**src/rtl/rcn_pkg.sv**
```systemverilog
// Shared rcn bus field widths and tag-slot helpers used by the master-side arbiter.
package rcn_pkg;

    localparam int RCN_ID_W     = 6;
    localparam int RCN_SEQ_W    = 2;
    localparam int RCN_MASK_W   = 4;
    localparam int RCN_ADDR_W   = 20;
    localparam int RCN_BADDR_W  = RCN_ADDR_W + 2;
    localparam int RCN_DATA_W   = 32;
    localparam int RCN_NUM_TAGS = 4;
    localparam int RCN_OWNER_W  = 3;

    typedef enum logic [1:0] {
        RSP_NONE   = 2'd0,
        RSP_HIT    = 2'd1,
        RSP_ORPHAN = 2'd2
    } rsp_kind_t;

    // Lowest-numbered clear bit; only meaningful when at least one tag is free.
    function automatic logic [RCN_SEQ_W-1:0] lowest_free(input logic [RCN_NUM_TAGS-1:0] valid);
        logic [RCN_SEQ_W-1:0] t;
        t = '0;
        for (int k = RCN_NUM_TAGS - 1; k >= 0; k--) begin
            if (!valid[k]) t = RCN_SEQ_W'(k);
        end
        return t;
    endfunction

endpackage

```
**src/rtl/rcn_rr_pick.sv**
```systemverilog
// Rotating-priority picker: first set request at or after ptr, searching cyclically.
module rcn_rr_pick #(
    parameter int N = 4,
    parameter int W = 2
) (
    input  logic [N-1:0] req,
    input  logic [W-1:0] ptr,
    output logic [N-1:0] grant,
    output logic [W-1:0] grant_idx,
    output logic         any
);

    always_comb begin
        grant     = '0;
        grant_idx = '0;
        any       = 1'b0;
        for (int i = 0; i < N; i++) begin
            if (!any && req[(int'(ptr) + i) % N]) begin
                any                           = 1'b1;
                grant[(int'(ptr) + i) % N]    = 1'b1;
                grant_idx                     = W'((int'(ptr) + i) % N);
            end
        end
    end

endmodule

```
**src/rtl/rcn_master_arb.sv**
```systemverilog
// Shares one rcn_master among NUM_REQ requesters using the four seq tags as outstanding slots.
// Optional per-tag response timeout is built when RCN_MASTER_ARB_TIMEOUT_EN is defined.
module rcn_master_arb
    import rcn_pkg::*;
#(
    parameter int NUM_REQ = 4,
    parameter int TIMEOUT = 1023
) (
    input  logic                    clk,
    input  logic                    rst,
    input  logic [NUM_REQ-1:0]      req_cs,
    input  logic [NUM_REQ-1:0]      req_wr,
    input  logic [4*NUM_REQ-1:0]    req_mask,
    input  logic [22*NUM_REQ-1:0]   req_addr,
    input  logic [32*NUM_REQ-1:0]   req_wdata,
    output logic [NUM_REQ-1:0]      req_ack,
    output logic [NUM_REQ-1:0]      rsp_rdone,
    output logic [NUM_REQ-1:0]      rsp_wdone,
    output logic [NUM_REQ-1:0]      rsp_timeout,
    output logic [3:0]              rsp_mask,
    output logic [21:0]             rsp_addr,
    output logic [31:0]             rsp_data,
    output logic                    orphan,
    output logic                    m_cs,
    output logic [1:0]              m_seq,
    output logic                    m_wr,
    output logic [3:0]              m_mask,
    output logic [21:0]             m_addr,
    output logic [31:0]             m_wdata,
    input  logic                    m_busy,
    input  logic                    m_rdone,
    input  logic                    m_wdone,
    input  logic [1:0]              m_rsp_seq,
    input  logic [3:0]              m_rsp_mask,
    input  logic [21:0]             m_rsp_addr,
    input  logic [31:0]             m_rsp_data
);

    localparam int REQ_W = (NUM_REQ > 1) ? $clog2(NUM_REQ) : 1;

    // Handshake: a request transfers on any cycle with m_cs high and m_busy low; the
    // requester holds req_cs and its fields until the matching req_ack pulse.
    logic [RCN_NUM_TAGS-1:0] tag_valid;
    logic [RCN_NUM_TAGS-1:0] tag_wr;
    logic [RCN_OWNER_W-1:0]  tag_owner [RCN_NUM_TAGS];
    logic [REQ_W-1:0]        rr_ptr;

    logic [NUM_REQ-1:0]      grant;
    logic [REQ_W-1:0]        grant_idx;
    logic                    any_req;
    logic                    any_free;
    logic [RCN_SEQ_W-1:0]    alloc_tag;
    logic                    eligible;
    logic                    accept;
    rsp_kind_t               rsp_kind;
    logic [RCN_NUM_TAGS-1:0] tmo_fire;

    rcn_rr_pick #(
        .N (NUM_REQ),
        .W (REQ_W)
    ) u_pick (
        .req       (req_cs),
        .ptr       (rr_ptr),
        .grant     (grant),
        .grant_idx (grant_idx),
        .any       (any_req)
    );

    // Free tags come from registered state only, so a tag freed this cycle is not reused yet.
    assign any_free  = ~&tag_valid;
    assign alloc_tag = lowest_free(tag_valid);
    assign eligible  = any_req && any_free && !rst;
    assign accept    = eligible && !m_busy;

    always_comb begin
        rsp_kind = RSP_NONE;
        if (!rst && (m_rdone || m_wdone)) begin
            rsp_kind = tag_valid[m_rsp_seq] ? RSP_HIT : RSP_ORPHAN;
        end
    end

`ifdef RCN_MASTER_ARB_TIMEOUT_EN
    localparam int AGE_W = ($clog2(TIMEOUT + 1) > 10) ? $clog2(TIMEOUT + 1) : 10;

    logic [AGE_W-1:0] tag_age [RCN_NUM_TAGS];

    // A response in the same cycle as the timeout wins, so that tag does not time out.
    always_comb begin
        tmo_fire = '0;
        for (int k = 0; k < RCN_NUM_TAGS; k++) begin
            if (!rst && tag_valid[k] && tag_age[k] == AGE_W'(TIMEOUT) &&
                !(rsp_kind == RSP_HIT && m_rsp_seq == RCN_SEQ_W'(k))) begin
                tmo_fire[k] = 1'b1;
            end
        end
    end

    always_ff @(posedge clk) begin
        if (rst) begin
            for (int k = 0; k < RCN_NUM_TAGS; k++) tag_age[k] <= '0;
        end else begin
            for (int k = 0; k < RCN_NUM_TAGS; k++) begin
                if (accept && alloc_tag == RCN_SEQ_W'(k)) begin
                    tag_age[k] <= '0;
                end else if (tag_valid[k]) begin
                    tag_age[k] <= tag_age[k] + 1'b1;
                end
            end
        end
    end
`else
    assign tmo_fire = '0;
`endif

    always_comb begin
        req_ack     = '0;
        rsp_rdone   = '0;
        rsp_wdone   = '0;
        rsp_timeout = '0;
        if (accept) req_ack = grant;
        for (int i = 0; i < NUM_REQ; i++) begin
            if (rsp_kind == RSP_HIT && tag_owner[m_rsp_seq] == RCN_OWNER_W'(i)) begin
                if (tag_wr[m_rsp_seq]) rsp_wdone[i] = 1'b1;
                else                   rsp_rdone[i] = 1'b1;
            end
            for (int k = 0; k < RCN_NUM_TAGS; k++) begin
                if (tmo_fire[k] && tag_owner[k] == RCN_OWNER_W'(i)) rsp_timeout[i] = 1'b1;
            end
        end
    end

    always_comb begin
        m_cs     = eligible;
        m_seq    = '0;
        m_wr     = 1'b0;
        m_mask   = '0;
        m_addr   = '0;
        m_wdata  = '0;
        orphan   = (rsp_kind == RSP_ORPHAN);
        rsp_mask = '0;
        rsp_addr = '0;
        rsp_data = '0;
        if (!rst) begin
            m_seq    = alloc_tag;
            m_wr     = req_wr[grant_idx];
            m_mask   = req_mask[int'(grant_idx) * 4 +: 4];
            m_addr   = req_addr[int'(grant_idx) * 22 +: 22];
            m_wdata  = req_wdata[int'(grant_idx) * 32 +: 32];
            rsp_mask = m_rsp_mask;
            rsp_addr = m_rsp_addr;
            rsp_data = m_rsp_data;
        end
    end

    // An allocating tag is never the completing one: allocation only picks invalid tags.
    always_ff @(posedge clk) begin
        if (rst) begin
            tag_valid <= '0;
            tag_wr    <= '0;
            rr_ptr    <= '0;
            for (int k = 0; k < RCN_NUM_TAGS; k++) tag_owner[k] <= '0;
        end else begin
            for (int k = 0; k < RCN_NUM_TAGS; k++) begin
                if (accept && alloc_tag == RCN_SEQ_W'(k)) begin
                    tag_valid[k] <= 1'b1;
                    tag_wr[k]    <= req_wr[grant_idx];
                    tag_owner[k] <= RCN_OWNER_W'(grant_idx);
                end else if ((rsp_kind == RSP_HIT && m_rsp_seq == RCN_SEQ_W'(k)) || tmo_fire[k]) begin
                    tag_valid[k] <= 1'b0;
                end
            end
            if (accept) begin
                rr_ptr <= (int'(grant_idx) == NUM_REQ - 1) ? '0 : grant_idx + 1'b1;
            end
        end
    end

endmodule

```
**config.mk**
```make
export PLATFORM = sky130hd
export DESIGN_NAME = rcn_master_arb
export DESIGN_NICKNAME = d
export VERILOG_FILES = /design/src/rtl/rcn_pkg.sv /design/src/rtl/rcn_rr_pick.sv /design/src/rtl/rcn_master_arb.sv
export SDC_FILE = /design/constraint.sdc
export NUM_CORES = 1
export LEC_CHECK = 0
export CAP_MARGIN = 10
export CORE_AREA = 2 2 173 175
export CTS_CLUSTER_SIZE = 16
export DETAILED_ROUTE_END_ITERATION = 8
export DIE_AREA = 0 0 175 177
export PLACE_DENSITY_LB_ADDON = 0.1
export SETUP_SLACK_MARGIN = 0.1
export SKIP_CTS_REPAIR_TIMING = 1
export SKIP_LAST_GASP = 1
export SYNTH_ARGS = -nofsm -noshare
export SYNTH_HDL_FRONTEND = slang
export SYNTH_SLANG_ARGS = --single-unit
```
**constraint.sdc**
```tcl
create_clock -name clk -period 3.61 [get_ports clk]
set_input_delay 0.5415 -clock clk [delete_from_list [all_inputs] [get_ports clk]]
set_output_delay 0.5415 -clock clk [all_outputs]
set_load 0.1 [all_outputs]
```
After elaboration in Yosys (flattened, before gate mapping)
Memories as Yosys holds them, arrays and structs flattened.
Index checks and enable logic that the tools add are counted.
{"block": "totals", "register_bits": 10, "ram_bits": 8, "elab_cells": 180, "n_memories": 1}
{"memory": "tag_owner", "words": 4, "width": 2, "read_ports": 1, "rd_clocked_by_memory_dff": 0, "write_ports": 4, "line_no": "rcn_master_arb.sv:45", "rtl": "logic [RCN_OWNER_W-1:0] tag_owner [RCN_NUM_TAGS];"}
{"block": "op_classes", "addsub": 4, "n_mul": 1, "n_lt_le_gt_ge": 10, "n_eq_ne": 12, "shift": 3, "mux": 89, "bitwise_logic": 10, "n_reduce_logical": 41}
{"op": "128-bit by 8-bit variable part select with 32-bit output", "count": 1}
{"op": "88-bit by 8-bit variable part select with 22-bit output", "count": 1}
{"op": "32-bit two-way mux", "count": 2}
{"op": "1-bit two-way mux", "count": 51}
{"op": "22-bit two-way mux", "count": 2}
{"op": "2-bit two-way mux", "count": 16}
{"op": "4-bit two-way mux", "count": 7}
{"op": "1-bit logical AND", "count": 23}
{"op": "16-bit by 5-bit variable part select with 4-bit output", "count": 1}
{"op": "1-bit binary-select mux with 2-bit select", "count": 7}
{"op": "3-bit by 4-bit less-than comparator with 1-bit output (second input constant)", "count": 3}
{"op": "4-bit OR", "count": 3}
{"op": "2-bit == test (second input constant)", "count": 5}
{"op": "3-bit by 1-bit greater-or-equal comparator with 1-bit output (second input constant)", "count": 3}
{"op": "2-bit by 3-bit less-than comparator with 1-bit output (second input constant)", "count": 3}
{"op": "1-bit demux with 2-bit select", "count": 4}
{"op": "2-bit by 1-bit == test with 1-bit output (second input constant)", "count": 4}
{"op": "2-bit nonzero test", "count": 4}
{"op": "3-bit by 2-bit == test with 1-bit output (second input constant)", "count": 2}
{"op": "1-bit zero test", "count": 6}
{"op": "2-bit by 4-bit multiplier with 6-bit output (second input constant)", "count": 1}
{"op": "2-bit OR reduction", "count": 3}
{"op": "2-bit by 1-bit adder with 2-bit output (second input constant)", "count": 2}
{"op": "2-bit adder (second input constant)", "count": 2}
{"op": "other kinds (8)", "count": 14}

Longest topological paths before layout
Gate-level depths: netlist of run 1.
{"block": "logic_depth", "depth_word": 22, "ltp_mapped": 13}

By module
From an unflattened synthesis of run 1, not the netlist that was laid out.
{"block": "hier_totals", "cells_unflattened": 356, "hier_area_um2": 3703.6}
{"mod": "rcn_master_arb", "n_inst": 1, "cells_each": 311, "area_each_um2": 3284.4, "seq_area_each_um2": 440.4}
{"mod": "rcn_rr_pick", "n_inst": 1, "cells_each": 45, "area_each_um2": 419.2, "seq_area_each_um2": 0.0}

Worst setup path after synthesis of run 1
No wires, ideal clock.
{"block": "synth_path", "path_type": "reg-to-output", "from": "register rr_ptr[0]", "to": "output m_wr", "arrival_time_ns": 4.514, "slack_ns": -1.445, "path_stages_with_launch": 11, "cell_sequence": "dfxtp_1 > buf_2 > inv_2 > ha_1 > buf_2 > or3b_1 > a2111o_1 > nand2_2 > or2_2 > a221oi_2 > nor3_1"}
{"block": "synth_via", "elab_chain_len": 15, "word_cells_on_any_way": 30}
{"element": "start: declaration", "line_no": "rcn_master_arb.sv:46", "rtl": "logic [REQ_W-1:0] rr_ptr;"}
{"element": "start signal: assignment", "line_no": "rcn_master_arb.sv:173", "rtl": "rr_ptr <= (int'(grant_idx) == NUM_REQ - 1) ? '0 : grant_idx + 1'b1;"}
{"element": "2-bit by 1-bit adder with 2-bit output or 1-bit binary-select mux with 2-bit select (tied branches)", "line_no": "rcn_rr_pick.sv:18, rcn_rr_pick.sv:21"}
{"element": "1-bit binary-select mux with 2-bit select or 1-bit two-way mux (tied branches)", "line_no": "rcn_rr_pick.sv:18", "rtl": "if (!any && req[(int'(ptr) + i) % N]) begin"}
{"element": "1-bit two-way mux (implied by the code)", "line_no": "rcn_rr_pick.sv:18"}
{"element": "1-bit two-way mux (implied by the code) or 1-bit zero test (tied branches)", "line_no": "rcn_rr_pick.sv:18"}
{"element": "1-bit logical AND", "line_no": "rcn_rr_pick.sv:18"}
{"element": "1-bit two-way mux", "line_no": "rcn_rr_pick.sv:18"}
{"element": "1-bit zero test", "line_no": "rcn_rr_pick.sv:18"}
{"element": "1-bit logical AND", "line_no": "rcn_rr_pick.sv:18"}
{"element": "1-bit two-way mux", "line_no": "rcn_rr_pick.sv:18"}
{"element": "1-bit zero test", "line_no": "rcn_rr_pick.sv:18"}
{"element": "1-bit logical AND", "line_no": "rcn_rr_pick.sv:18"}
{"element": "2-bit two-way mux *", "line_no": "rcn_rr_pick.sv:18"}
{"element": "1-bit binary-select mux with 2-bit select *", "line_no": "rcn_master_arb.sv:145", "rtl": "m_wr = req_wr[grant_idx];"}
{"element": "1-bit two-way mux (implied by the code) *", "line_no": "rcn_master_arb.sv:145"}
{"element": "1-bit two-way mux *", "line_no": "rcn_master_arb.sv:143", "rtl": "if (!rst) begin"}
{"element": "end: declaration", "line_no": "rcn_master_arb.sv:26", "rtl": "output logic m_wr,"}
Mark *: on every way between the ends. The rest lies on a longest branch, timed or not. The select of a mux whose other input is x is not followed.

Final worst setup path of run 1
{"block": "layout_path", "from": "register rr_ptr[0]", "to": "output m_addr[1]"}
{"block": "layout_via", "elab_chain_len": 15, "word_cells_on_any_way": 30}
{"element": "2-bit by 1-bit adder with 2-bit output or 1-bit binary-select mux with 2-bit select (tied branches)", "line_no": "rcn_rr_pick.sv:18, rcn_rr_pick.sv:21"}
{"element": "1-bit binary-select mux with 2-bit select or 1-bit two-way mux (tied branches)", "line_no": "rcn_rr_pick.sv:18"}
{"element": "1-bit two-way mux (implied by the code)", "line_no": "rcn_rr_pick.sv:18"}
{"element": "1-bit two-way mux (implied by the code) or 1-bit zero test (tied branches)", "line_no": "rcn_rr_pick.sv:18"}
{"element": "1-bit logical AND", "line_no": "rcn_rr_pick.sv:18"}
{"element": "1-bit two-way mux", "line_no": "rcn_rr_pick.sv:18"}
{"element": "1-bit zero test", "line_no": "rcn_rr_pick.sv:18"}
{"element": "1-bit logical AND", "line_no": "rcn_rr_pick.sv:18"}
{"element": "1-bit two-way mux", "line_no": "rcn_rr_pick.sv:18"}
{"element": "1-bit zero test", "line_no": "rcn_rr_pick.sv:18"}
{"element": "1-bit logical AND", "line_no": "rcn_rr_pick.sv:18"}
{"element": "2-bit two-way mux *", "line_no": "rcn_rr_pick.sv:18"}
{"element": "2-bit by 4-bit multiplier with 6-bit output *", "line_no": "rcn_master_arb.sv:147", "rtl": "m_addr = req_addr[int'(grant_idx) * 22 +: 22];"}
{"element": "88-bit by 8-bit variable part select with 22-bit output *", "line_no": "rcn_master_arb.sv:147"}
{"element": "22-bit two-way mux *", "line_no": "rcn_master_arb.sv:143"}
{"element": "end: declaration", "line_no": "rcn_master_arb.sv:28", "rtl": "output logic [21:0] m_addr,"}
Marks and branches as above.

==> impl_metrics.env, run 1 <==
export IMPL_reg2reg_end="tag_owner[3][0]"
export IMPL_min_delay_path_class="reg -> reg"
export IMPL_layout_worst_path_cycle_share=0.9514
export IMPL_ys_warnings_count=0
export IMPL_max_slew_margin_rel=0.5633
export IMPL_grt_pass1_wl_mm=32.05
export IMPL_grt_pass1_vias=5017
export IMPL_post_route_cells_drive_above_1_share=0.3006
export IMPL_cts_clk_slew_worst_paths_ns=0.05
export IMPL_worst_tran_pin_value_ns=0.6550
export IMPL_synth_cells=438
export IMPL_synth_seq_cells=18
export IMPL_clk_insertion_delay_late_ns=0.25
export IMPL_wl_per_instance_um=18.16
export IMPL_regToRegSetupSlack_ns=0.84
export IMPL_totalNegativeSetupSlack_ns=0
export IMPL_diodes=0
export IMPL_timing_max_transition_violations_final=0
export IMPL_instance_count_along_the_most_critical_hold_path=2
export IMPL_power_density_nw_per_um2=579.5
export IMPL_rsz0062_at_grt="true"
export IMPL_numPortBuffers=437
export IMPL_floorplan_core_area_um2=29240
export IMPL_clock_fmax_mhz=291.2
export IMPL_design_portCount=442
export IMPL_hold_startpoint="tag_wr[2]"
export IMPL_drt_antenna_violating_nets=0
export IMPL_maxCapViolCount=0
export IMPL_dieArea_um2=30980
export IMPL_route_vias_total=4993
export IMPL_post_route_drc_count=0
export IMPL_cp_data_arrival_time_ns=2.89
export IMPL_timing_critical_path_to_type="primary output"
export IMPL_final_net_count=1189
export IMPL_stdcell_area_um2=10100
export IMPL_worst_ir_drop_vdd_mv=0.2782
export IMPL_fin_skew_ns=0.003737
export IMPL_detail_route_iter0_violations=158
export IMPL_critPathLaunch="rr_ptr[0]"
export IMPL_setup_viol=0
export IMPL_synthToLayoutAreaGrowth_pct=171.8
export IMPL_h_tree_depth=1
export IMPL_die_width_um=175
export IMPL_final_core_util=0.3454
export IMPL_detailed_place_area_um2=9802
export IMPL_power_leakage_nw=4.295
export IMPL_crit_reg2reg_launch="rr_ptr[0]"
export IMPL_timing_worst_setup_path_type="reg -> out"
export IMPL_pre_cts_ws_ns=-0.06422
export IMPL_met3_length_mm=1.195
export IMPL_starting_density_of_the_core=0.1271
export IMPL_initial_antenna_violation_count=1
export IMPL_time_the_final_worst_path_needs_with_i_o_delays_and_setup_ns=3.435
export IMPL_required_time_worst_endpoint_ns=3.07
export IMPL_final_instance_count_excl_fill=1265
export IMPL_syn_area_um2=3717
export IMPL_final_worst_path_setup_slack_ns=0.1754
export IMPL_startpoint_type="flop"
export IMPL_place_gp_congestion=0.7343
export IMPL_timing_critical_path_fanout_max=14
export IMPL_std_cell_rows=63
export IMPL_synth_top_area_share=0.3204
export IMPL_drt_total_wl_mm=22.97
export IMPL_ys_flop_type="sky130_fd_sc_hd__dfxtp_1"
export IMPL_met1_length_mm=9.048
export IMPL_die_y_um=177
export IMPL_top_layer_used="met5"
export IMPL_status="completed"
export IMPL_worst_r2r_cell_count=7
export IMPL_clock_path_buffers=2
export IMPL_synthArstFlopShare=0
export IMPL_ys_seq_area_frac=0.1185
export IMPL_post_synth_num_cell_types=51
export IMPL_numCtsBuffers=3
export IMPL_maximum_number_of_pins_on_one_net_before_global_route_repair=38
export IMPL_syn_mean_instance_area_um2=8.487
export IMPL_clock_tree_root_cell="sky130_fd_sc_hd__clkbuf_16"
export IMPL_end_point_of_the_most_critical_hold_path="tag_wr[2]"
export IMPL_number_of_enable_type_register_cells_in_the_synthesized_netlist=8
export IMPL_ratio_of_routed_vias_to_standard_cells=3.947
export IMPL_cts_tree="yes"
export IMPL_firstDrtPassIters=4
export IMPL_dp_final_hpwl_mm=19.54
export IMPL_synth_area_leaders="sky130_fd_sc_hd__mux2i_1 (32%), sky130_fd_sc_hd__nor2b_1 (10%), sky130_fd_sc_hd__o22ai_1 (10%)"
export IMPL_track_usage=0.1341
export IMPL_tritoncts_sinks=18
export IMPL_met2_length_mm=12.61
export IMPL_final_hold_violation_count=0
export IMPL_grt_ovfl_total=0
export IMPL_yosysTopAreaCell="sky130_fd_sc_hd__mux2i_1"
export IMPL_placed_cells=1255
through the flow:
stage / power [mW] / hold WS [ns]
after global placement: 5.516 / 0.4756
after floorplan: 3.710 / 0.4542
final: 5.854 / 0.4890
after CTS: 5.739 / 0.4856
after global routing: 6.089 / 0.5175
after detailed placement: 5.507 / 0.4771
per-layer routing:
layer	global-route usage	vias to the layer above
met3	0.02899	8
met5	0	-
li1	-	2513
met1	0.1611	2321
met2	0.2525	149
met4	0.01111	2
synthesized netlist by cell type (2+ instances only):
cell / count
sky130_fd_sc_hd__mux2i_1: 119
sky130_fd_sc_hd__nor2b_1: 60
sky130_fd_sc_hd__o22ai_1: 60
sky130_fd_sc_hd__nor2_1: 30
sky130_fd_sc_hd__clkbuf_1: 21
sky130_fd_sc_hd__buf_2: 12
sky130_fd_sc_hd__buf_6: 11
sky130_fd_sc_hd__dfxtp_1: 10
sky130_fd_sc_hd__nand2b_1: 9
sky130_fd_sc_hd__edfxtp_1: 8
sky130_fd_sc_hd__ha_1: 8
sky130_fd_sc_hd__mux4_2: 8
sky130_fd_sc_hd__nand3b_1: 7
sky130_fd_sc_hd__a21oi_1: 6
sky130_fd_sc_hd__buf_4: 6
sky130_fd_sc_hd__o31ai_1: 6
sky130_fd_sc_hd__a221oi_1: 4
sky130_fd_sc_hd__a22oi_1: 4
sky130_fd_sc_hd__nand2_1: 4
sky130_fd_sc_hd__o21ai_0: 4
sky130_fd_sc_hd__and2_1: 3
sky130_fd_sc_hd__or2_2: 3
sky130_fd_sc_hd__a221oi_2: 2
sky130_fd_sc_hd__inv_1: 2
sky130_fd_sc_hd__mux2_1: 2
sky130_fd_sc_hd__nand3_1: 2
sky130_fd_sc_hd__nor3_1: 2
sky130_fd_sc_hd__or3_1: 2
how the worst max path moves through the flow:
stage                   to  slack, ns  cells after the start
3_5_place_dp    m_wdata[1]      -0.06                      9
2_1_floorplan  m_wdata[11]      -0.78                     12
4_1_cts         m_wdata[1]      -0.08                      9
5_1_grt          m_addr[1]       0.07                     11
6_report         m_addr[1]       0.18                     11
3_3_place_gp    m_wdata[2]      -0.05                      9
report_power, final:
group / internal (mW) / switching [mW] / total, mW
Sequential: 0.232 / 0.0110 / 0.243
Combinational: 2.16 / 3.23 / 5.39
Clock: 0.147 / 0.0745 / 0.222
Total: 2.54 / 3.32 / 5.85
cell families (layout without fill, tap and decap cells):
family          count (synthesis)  count (layout)  synth area share
compound gates                 94              94            0.1747
buf+inv                        53             487           0.08583
simple gates                  133             133            0.2127
xor+xnor                        1               1          0.002357
other cells                     1               4          0.001009
flops                          18              18            0.1185
fa+ha+maj                       8               8           0.02693
mux                           130             130            0.3780
state kept, by name, indices dropped and copies added (netlist names):
signal and flops:
tag_valid 4, rr_ptr 2, tag_wr 4, tag_owner 8
placed cells by master, fill, tap and decap left out, drive strengths merged, types with 2 or more instances in the layout:
master         Yosys  layout
a211oi             2       2
a21oi              6       6
a221oi             6       6
a22oi              4       4
and2               3       3
buf               29     174
clkbuf            21       6
clkdlybuf4s50      0     299
conb               1       4
dfxtp             10      10
dlymetal6s2s       0       4
edfxtp             8       8
ha                 8       8
inv                3       3
mux2               3       3
mux2i            119     119
mux4               8       8
nand2              6       6
nand2b            11      11
nand3              2       2
nand3b             7       7
nor2              30      30
nor2b             61      61
nor3               2       2
o21ai              7       7
o22ai             60      60
o31ai              6       6
or2                3       3
or3                2       2
final cells by class:
class	count	area, um^2
clock buffers	3	75.07
clock inverters	1	3.754
fillers	2966	19140
inverters	3	16.27
multi-input cells	370	3573
flip-flops and latches	18	445.4
well taps	390	488.0
repair buffers	480	5500
worst max-delay path, stage by stage, from the launching register on:
cell,delay (ns)
sky130_fd_sc_hd__dfxtp_4,0.37
sky130_fd_sc_hd__inv_6,0.05
sky130_fd_sc_hd__ha_4,0.26
sky130_fd_sc_hd__or3b_1,0.37
sky130_fd_sc_hd__a2111o_1,0.38
sky130_fd_sc_hd__nand2_2,0.12
sky130_fd_sc_hd__o21ai_4,0.08
sky130_fd_sc_hd__buf_12,0.16
sky130_fd_sc_hd__buf_16,0.16
sky130_fd_sc_hd__mux2i_4,0.20
sky130_fd_sc_hd__o22ai_4,0.25
sky130_fd_sc_hd__buf_12,0.21
(Power assumes the default switching activity.)
==> run 2: changes to the inputs <==
- PLACE_DENSITY_LB_ADDON: 0.1 -> 0.15
==> run 2 against run 1 <==
Critical path depth did not move. Non-clock buffer count rose by 14. Die area did not move. Global-route usage fell by 1.2 points. Clock-buffer cell count did not move. Critical endpoint is now m_wdata[7].
==> impl_metrics.env, run 2 (same netlist as run 1, synthesis figures left out) <==
export IMPL_end_point_of_the_most_critical_hold_path="tag_wr[1]"
export IMPL_floorplan_core_area_um2=29240
export IMPL_totalNegativeSetupSlack_ns=0
export IMPL_grt_util_met1=0.1457
export IMPL_num_fill_cells=2942
export IMPL_firstDrtPassIters=4
export IMPL_stdcell_area_um2=10280
export IMPL_dieArea_um2=30980
export IMPL_design_portCount=442
export IMPL_drt_antenna_violating_nets=0
export IMPL_instance_count_along_the_most_critical_hold_path=2
export IMPL_rsz0062_at_grt="false"
export IMPL_track_usage=0.1225
export IMPL_synthToLayoutAreaGrowth_pct=176.5
export IMPL_final_hold_violation_count=0
export IMPL_timing_critical_path_slowest_stage_cell="sky130_fd_sc_hd__a2111o_1"
export IMPL_timing_max_transition_violations_final=0
export IMPL_post_route_drc_count=0
export IMPL_required_time_worst_endpoint_ns=3.07
export IMPL_final_worst_path_setup_slack_ns=0.2080
export IMPL_timing_critical_path_to_type="primary output"
export IMPL_total_power_mw=5.922
export IMPL_fin_skew_ns=0.0009914
export IMPL_numPortBuffers=437
export IMPL_most_common_layout_cells="sky130_fd_sc_hd__clkdlybuf4s50_1 (299), sky130_fd_sc_hd__buf_4 (105), sky130_fd_sc_hd__mux2i_1 (96), sky130_fd_sc_hd__buf_12 (84), sky130_fd_sc_hd__nor2b_1 (60)"
export IMPL_min_delay_path_class="reg -> reg"
export IMPL_grt_pass1_wl_mm=29.91
export IMPL_regToRegSetupSlack_ns=0.85
export IMPL_std_cell_rows=63
export IMPL_power_leakage_nw=4.274
export IMPL_detailed_place_area_um2=9915
export IMPL_largestRegisters="tag_owner: 8 flops, tag_valid: 4 flops, tag_wr: 4 flops"
export IMPL_clock_tree_root_cell="sky130_fd_sc_hd__clkbuf_16"
export IMPL_mostFrequentLayoutCell="sky130_fd_sc_hd__clkdlybuf4s50_1"
export IMPL_cp_data_arrival_time_ns=2.86
export IMPL_post_route_cells_drive_above_1_share=0.3442
export IMPL_tritoncts_sinks=18
export IMPL_h_tree_depth=1
export IMPL_maximum_number_of_pins_on_one_net_before_global_route_repair=33
export IMPL_die_y_um=177
export IMPL_initial_antenna_violation_count=0
export IMPL_drt_total_wl_mm=20.99
export IMPL_dp_final_hpwl_mm=18.13
export IMPL_grt_ovfl_total=0
export IMPL_grtUsageMet2=0.2296
export IMPL_hold_startpoint="tag_wr[1]"
export IMPL_worst_r2r_cell_count=7
export IMPL_grtUsageMet3=0.02771
export IMPL_max_slew_margin_rel=0.6290
export IMPL_starting_density_of_the_core=0.1271
export IMPL_status="completed"
export IMPL_timing_worst_setup_path_type="reg -> out"
export IMPL_startpoint_type="flop"
export IMPL_crit_chain="inv_4, ha_4, or3b_1, a2111o_1, nand2_4, o21ai_4, buf_12, buf_4, mux2i_1, o22ai_1, buf_12"
export IMPL_grt_pass1_vias=5135
export IMPL_top_usage_layer="met2"
export IMPL_fin_hold_ws_ns=0.4923
export IMPL_critical_path_most_common_cell="sky130_fd_sc_hd__buf_12"
export IMPL_reg2reg_end="tag_owner[3][0]"
export IMPL_die_width_um=175
export IMPL_clock_fmax_mhz=293.9
export IMPL_place_gp_congestion=0.7835
export IMPL_setup_viol=0
export IMPL_ratio_of_routed_vias_to_standard_cells=3.941
export IMPL_layout_worst_path_cycle_share=0.9424
export IMPL_timing_critical_path_fanout_max=17
export IMPL_power_density_nw_per_um2=576.1
export IMPL_diodes=0
export IMPL_time_the_final_worst_path_needs_with_i_o_delays_and_setup_ns=3.402
export IMPL_pre_cts_ws_ns=-0.09139
export IMPL_cts_clk_slew_worst_paths_ns=0.05
export IMPL_cts_tree="yes"
export IMPL_crit_reg2reg_launch="rr_ptr[0]"
export IMPL_wl_per_instance_um=16.41
export IMPL_maxCapViolCount=0
export IMPL_cpPeakStageDelay_ns=0.40
export IMPL_worst_ir_drop_vdd_mv=0.2826
export IMPL_clk_insertion_delay_late_ns=0.25
export IMPL_clock_path_buffers=2
export IMPL_detail_route_iter0_violations=139
export IMPL_seqCellArea_um2=444.2
export IMPL_final_net_count=1203
export IMPL_numCtsBuffers=3
export IMPL_worst_tran_pin_value_ns=0.5566
export IMPL_multi_input_comb_area_um2=3725
export IMPL_route_vias_total=5041
export IMPL_top_register="tag_owner"
export IMPL_largest_reg_flops=8
==> run 2: cell types whose count changed in the layout (fill, tap and decap cells not counted), sizes merged <==
| cell | previous run | this run |
|---|---|---|
| buf | 174 | 191 |
| clkbuf | 6 | 3 |
==> run 2: power by group <==
part           switching [mW]  total, mW  internal (mW)
logic                    3.24       5.46           2.22
registers              0.0112      0.242          0.231
clock network          0.0714      0.218          0.147
==> run 2: final cells by class <==
cell class              instances  area share
clock inverters                 1   0.0003652
well taps                     390     0.04747
flip-flops and latches         18     0.04321
clock buffers                   3    0.007304
repair buffers                494      0.5379
multi-input cells             370      0.3624
inverters                       3    0.001339
==> run 2: stage by stage <==
| stage | util | instances |
|---|---|---|
| CTS | 0.3417 | 1274 |
| global route | 0.3515 | 1279 |
| finish | 0.3515 | 1279 |
| global placement | 0.3390 | 1270 |
| floorplan | - | 441 |
| detailed placement | 0.3390 | 1270 |
==> run 2: how the worst max path moves through the flow <==
stage | start | to | slack (ns) | depth (start not counted)
finish | rr_ptr[0] | m_wdata[7] | 0.21 | 11
global route | rr_ptr[0] | m_wdata[14] | 0.10 | 10
CTS | req_cs[3] | m_mask[3] | -0.11 | 11
detailed placement | req_cs[2] | m_wdata[16] | -0.09 | 10
global placement | req_cs[3] | m_mask[3] | -0.13 | 11
floorplan | rr_ptr[1] | m_wdata[11] | -0.78 | 12
==> run 2: critical path: cells and delay by family, from the launching register on <==
family,cells,cell delay [ns]
AO/OA/AOI/OAI,3,0.76
buffers and inverters,4,0.67
AND/OR/NAND/NOR,2,0.47
flip-flops,1,0.35
adder cells (fa/ha/maj),1,0.24
multiplexers,1,0.11
==> run 2: per-layer routing <==
metal  wire (um)  share of wire
met4         165         0.0079
met3        1319          0.063
met2       11140           0.53
met5           0              0
met1        8360           0.40
